### config.mk
export PLATFORM = sky130hd
export DESIGN_NAME = tagged_fifo_read_requester
export DESIGN_NICKNAME = d
export VERILOG_FILES = /design/src/rtl/tagged_fifo_read_requester.sv
export SDC_FILE = /design/constraint.sdc
export NUM_CORES = 1
export LEC_CHECK = 0
export CORE_AREA = 4 4 201 125
export CTS_CLUSTER_SIZE = 24
export DETAILED_ROUTE_END_ITERATION = 7
export DIE_AREA = 0 0 205 129
export HOLD_SLACK_MARGIN = 0.15
export PLACE_DENSITY_LB_ADDON = 0.25
export SLEW_MARGIN = 0
export SYNTH_ARGS = -nofsm -noshare
export SYNTH_HDL_FRONTEND = slang
export SYNTH_SLANG_ARGS = --single-unit
### constraint.sdc
create_clock -name clk -period 2.1 [get_ports clk]
set_input_delay 0.42 -clock clk [delete_from_list [all_inputs] [get_ports clk]]
set_output_delay 0.42 -clock clk [all_outputs]
set_load 0.005 [all_outputs]
### src/rtl/tagged_fifo_read_requester.sv
// Purpose: issues one tag-addressed read per request to the cache FIFO and returns data, hit and timeout status.
// Latency: response valid 3 cycles after acceptance when the FIFO answers in its first WAIT cycle (4-cycle turnaround).
// Backpressure: req_ready is high only in IDLE; a pending response is held stable until rsp_ready.
module tagged_fifo_read_requester #(
    parameter int DATA_WIDTH     = 32,
    parameter int TAG_WIDTH      = 8,
    parameter int TIMEOUT_CYCLES = 16,
    parameter bit BLOCK_ON_EMPTY = 1'b1
) (
    input  logic                  clk,
    input  logic                  rst_n,
    input  logic                  req_valid,
    input  logic [TAG_WIDTH-1:0]  req_tag,
    output logic                  req_ready,
    output logic                  fifo_rd_en,
    output logic [TAG_WIDTH-1:0]  fifo_rd_tag,
    input  logic                  fifo_rd_valid,
    input  logic [DATA_WIDTH-1:0] fifo_rd_data,
    input  logic                  fifo_rd_hit,
    input  logic                  fifo_empty,
    output logic                  rsp_valid,
    input  logic                  rsp_ready,
    output logic [TAG_WIDTH-1:0]  rsp_tag,
    output logic [DATA_WIDTH-1:0] rsp_data,
    output logic                  rsp_hit,
    output logic                  rsp_timeout,
    input  logic                  clear_stats,
    output logic [31:0]           req_count,
    output logic [31:0]           hit_count,
    output logic [31:0]           miss_count,
    output logic [31:0]           timeout_count
);

    localparam int TIMER_W = $clog2(TIMEOUT_CYCLES + 1);
    localparam logic [TIMER_W-1:0] TIMER_LAST = TIMER_W'(TIMEOUT_CYCLES - 1);

    typedef enum logic [1:0] {
        IDLE,
        ISSUE,
        WAIT,
        RESP
    } state_t;

    state_t               state_q;
    state_t               state_d;
    logic [TIMER_W-1:0]   timer_q;
    logic [TAG_WIDTH-1:0] tag_q;
    logic                 issue_ok;
    logic                 timer_expired;
    logic                 rsp_done;

    assign issue_ok      = !(BLOCK_ON_EMPTY && fifo_empty);
    assign timer_expired = (timer_q == TIMER_LAST);
    assign rsp_done      = (state_q == RESP) && rsp_ready;

    assign req_ready   = (state_q == IDLE);
    assign fifo_rd_en  = (state_q == ISSUE) && issue_ok;
    assign rsp_valid   = (state_q == RESP);
    assign fifo_rd_tag = tag_q;
    assign rsp_tag     = tag_q;

    always_ff @(posedge clk or negedge rst_n) begin
        if (!rst_n) begin
            state_q <= IDLE;
        end else begin
            state_q <= state_d;
        end
    end

    always_comb begin
        state_d = state_q;
        case (state_q)
            IDLE:    if (req_valid) state_d = ISSUE;
            ISSUE:   if (issue_ok) state_d = WAIT;
            WAIT:    if (fifo_rd_valid || timer_expired) state_d = RESP;
            RESP:    if (rsp_ready) state_d = IDLE;
            default: state_d = IDLE;
        endcase
    end

    // A completion wins over expiry when both land in the same WAIT cycle.
    always_ff @(posedge clk or negedge rst_n) begin
        if (!rst_n) begin
            tag_q       <= '0;
            timer_q     <= '0;
            rsp_data    <= '0;
            rsp_hit     <= 1'b0;
            rsp_timeout <= 1'b0;
        end else begin
            case (state_q)
                IDLE: begin
                    if (req_valid) tag_q <= req_tag;
                end
                ISSUE: begin
                    if (issue_ok) timer_q <= '0;
                end
                WAIT: begin
                    timer_q <= timer_q + 1'b1;
                    if (fifo_rd_valid) begin
                        rsp_data    <= fifo_rd_data;
                        rsp_hit     <= fifo_rd_hit;
                        rsp_timeout <= 1'b0;
                    end else if (timer_expired) begin
                        rsp_data    <= '0;
                        rsp_hit     <= 1'b0;
                        rsp_timeout <= 1'b1;
                    end
                end
                default: ;
            endcase
        end
    end

    function automatic logic [31:0] sat_inc(input logic [31:0] v);
        return (v == 32'hFFFF_FFFF) ? v : v + 32'd1;
    endfunction

    always_ff @(posedge clk or negedge rst_n) begin
        if (!rst_n) begin
            req_count     <= '0;
            hit_count     <= '0;
            miss_count    <= '0;
            timeout_count <= '0;
        end else if (clear_stats) begin
            req_count     <= '0;
            hit_count     <= '0;
            miss_count    <= '0;
            timeout_count <= '0;
        end else if (rsp_done) begin
            req_count <= sat_inc(req_count);
            if (rsp_timeout) begin
                timeout_count <= sat_inc(timeout_count);
            end else if (rsp_hit) begin
                hit_count <= sat_inc(hit_count);
            end else begin
                miss_count <= sat_inc(miss_count);
            end
        end
    end

endmodule

==> impl_summary.log <==
[metrics] result of the run: complete, no violations
[metrics] crit path to: timeout_count[23]
[metrics] most frequent standard cell in the layout excluding fill and tap cells: clkdlybuf4s50_1
[metrics] Worst Max-Slew Pin Slew: just under 0.6 ns
[metrics] number of standard-cell rows in the floorplan: 43
[metrics] TritonCTS clock tree: built
[metrics] number of vias per cell after detailed routing: between 5 and 6
[metrics] fill cell instance count of the final layout: 1967
[metrics] max capacitance violation total: 0
[metrics] Worst setup SP type: flop
[metrics] TritonCTS Buffers: 17
[metrics] most frequently used flop master after synthesis: dfrtp_1
[metrics] kind of capture point of the worst setup path: flop
[metrics] leading post-synthesis cells by cell area: dfrtp_1, a22o_1, o21ai_0
[metrics] number of buffer cells added on primary ports: 228
[metrics] unrepaired setup endpoints after global routing: true
[metrics] DR iter-0 viols: between 600 and 700
[metrics] clk sinks: 177
[metrics] final setup margin: 0.0397 ns
[metrics] data required time of the critical path: about 2.5 ns
[metrics] number of cell instances on the worst register-to-register path: 8
[metrics] Die X-Extent: ~200 um
[metrics] clock transition at the registers of the reported paths: roughly 0.07 ns
[metrics] Total Power: 0.0100 W
[metrics] crit path from: timeout_count[0]
[metrics] Routability Congestion: 0.841
[metrics] wire length of the first global-routing pass: 46.5 mm
[metrics] filler-free cell count of the finished design: around 1600
[metrics] endpoint of the most critical register-to-register path: timeout_count[23]
[metrics] post-route DRC violation count: 0
[metrics] Max transition margin: 59.9%
[metrics] pin count of the biggest net entering global routing: 50
[metrics] average instance area after synthesis: 9.81 um^2
[metrics] number of enable flip-flop cells after synthesis: 0
[metrics] height of the die: 129 um
[metrics] crit path max fanout: 7
[metrics] number of iterations in the first detailed-routing pass: 5
[metrics] fin util: 60.3%
[metrics] flops & latches, synth: 177
[metrics] cell area after technology mapping: 0.00913 mm^2
[metrics] clock insertion delay at the later pin of the skew report: about 0.44 ns
[metrics] detailed-route wire length per cell: approximately 18 um
[metrics] Die ar.: 0.0264 mm^2
[metrics] Peak Freq: 485 MHz
[metrics] global route overflow: 0
[metrics] accumulated negative setup slack: 0 ns
[metrics] data arrival at the endpoint of the critical path: 2.42 ns
[metrics] remaining antenna violation count after routing: 0
[metrics] fraction of registers with async set or reset after synthesis: 100%
[metrics] count of final max-slew check failures: 0
[metrics] buffers from clock root to sink, at most: 2
[metrics] Ys Warns: 0
[metrics] maximum vdd ir drop: between 0.0005 and 0.0006 V
[metrics] Synth top area share: 48.5%
[metrics] Layout Area Growth over Synthesis: 51.8%
[metrics] I/O pin count: 229
[metrics] reg-to-reg critical path startpoint: timeout_count[0]
[metrics] sum of net half-perimeters after detailed placement: between 20 and 25 mm
[metrics] WS Path Type: reg -> reg
[metrics] number of diodes added for antenna fixing: 0
[metrics] number of vias after detailed routing: 8926
[metrics] largest area contributor in the synthesized netlist: dfrtp_1
[metrics] PwrDens: 723 mW/mm^2
[metrics] root buf cell: clkbuf_16
[metrics] count of distinct cell types in the synthesized netlist: 59
[metrics] initial antenna violation count: 0
[metrics] final clock period utilization by the worst path: a little over nine tenths
[metrics] core area: 0.0230 mm^2
[metrics] endpoints failing hold: 0
[metrics] H-tree depth: 4
[metrics] nets@finish: 1373
[metrics] Setup Viol. Count Final: 0
[metrics] gr usage total: 21.9%
[metrics] share of final-layout standard cells stronger than drive strength 1: 21.8%
[metrics] Post-Syn Nets: 989
[metrics] total routed wirelength: 29.1 mm
[metrics] worst clock skew: 0.00800 ns
[metrics] initial core utilization: 39.7%
[metrics] number of global-route vias before repair: just under 9000
[metrics] worst hold path type: in -> reg
[metrics] count of placed standard cells including taps: roughly 1600
[metrics] highest-count cells in the layout ignoring fill and taps: clkdlybuf4s50_1, buf_4, dfrtp_1
[metrics] static power due to leakage: about 5.6 nW
[metrics] Worst Setup Slack post-DPL: -0.378 ns
[metrics] setup slack of the most critical reg-to-reg path: 0.04 ns
[metrics] number of cells on the worst hold path: 3
[metrics] Min Clock Period, post-route: 2.06 ns
[metrics] sequential share of the synthesized area: 48.5%
[metrics] cell count after synthesis: between 900 and 1000
-- layout make-up --
class | count | area [um^2] | area share [%]
Inverter | 15 | 56.3 | 0.406
Timing Repair Buffer | 421 | 3840 | 27.7
Multi-Input combinational cell | 683 | 4550 | 32.9
Sequential cell | 177 | 4430 | 31.9
Tap cell | 315 | 394 | 2.84
Clock inverter | 9 | 106 | 0.767
Clock buffer | 23 | 478 | 3.45
-- kinds of logic after synthesis --
| kind of cell | after synthesis | share of synthesized area [%] |
|---|---|---|
| AND/OR/NAND/NOR | 382 | 23.6 |
| AO/OA/AOI/OAI | 216 | 15.1 |
| flip-flops | 177 | 48.5 |
| buffers and inverters | 71 | 3.77 |
| XOR/XNOR | 55 | 5.28 |
| multiplexers | 20 | 2.41 |
| adder cells (fa/ha/maj) | 10 | 1.37 |
-- registers in the layout, summed over array words and instances, names as in the netlist --
| name | count |
|---|---|
| fifo_rd_tag | 8 |
| timeout_count | 32 |
| req_count | 32 |
| rsp_data | 32 |
| rsp_hit | 1 |
| miss_count | 32 |
| rsp_timeout | 1 |
| state_q | 2 |
| hit_count | 32 |
| timer_q | 5 |
-- what timing repair did --
action | in CTS | in global routing
endpoints found under the setup margin | 19 | 73
resized for setup | 10 | 34
buffers inserted | 3 | 14
hold buffers | 1 | 0
cloned | 0 | 1
pin swaps | 1 | 19
endpoints found under the hold margin | 38 | 0
-- metal layers --
layer	GRT usage, %	routed length, um	vias up
met5	0	0	-
met4	4.84	340	0
met3	5.39	1680	23
met2	32.3	12800	247
met1	32.7	14300	4414
li1	-	-	4242
-- report_power, final --
group	switching, W	leakage, nW	internal [W]
logic	0.00107	2.97	0.00163
registers	0.000271	2.40	0.00385
clock network	0.00137	0.279	0.00184
-- synth_stat cells (2+ instances only) --
master    count
dfrtp_1     177
nand2_1      68
o21ai_0      61
a21oi_1      59
nor2_1       54
nand4_1      43
nand3_1      39
or3_1        36
a22o_1       35
clkbuf_1     35
xor2_1       31
or4_1        25
xnor2_1      24
o31ai_1      23
and3_1       21
nor4_1       18
nor3_1       16
inv_1        15
mux2_2       15
nor2b_1      13
and4_1       11
and2_1       10
ha_1         10
o21ai_1      10
buf_4         9
o211ai_1      7
buf_2         5
buf_6         5
nand2b_1      5
a31oi_1       4
mux2i_1       4
nand4b_1      4
or4_4         4
or2_2         3
a211oi_1      2
a31o_2        2
buf_1         2
nand4_2       2
nor3b_1       2
o31ai_2       2
o41ai_1       2
-- critical path, cell delays in order, from the launching register on --
cell	delay [ns]
dfrtp_1	0.40
ha_2	0.19
and4_1	0.17
nand4_1	0.18
o31ai_4	0.13
buf_6	0.15
buf_4	0.13
or4_1	0.49
a21oi_1	0.13
-- stage by stage --
stage / hold WS, ns / cell area [um^2]
final: 0.438 / 13900
after global routing: 0.428 / 13900
after CTS: 0.419 / 13600
after detailed placement: 0.395 / 13000
after global placement: 0.398 / 13000
after floorplan: 0.124 / 9170
-- worst min-delay path by stage --
stage                          end   startpoint
global placement     hit_count[13]        rst_n
detailed placement   hit_count[15]        rst_n
CTS                 miss_count[23]  clear_stats
global route        miss_count[21]  clear_stats
floorplan           fifo_rd_tag[0]        rst_n
finish              miss_count[21]  clear_stats
No activity file was read; power rests on OpenSTA's default activity.
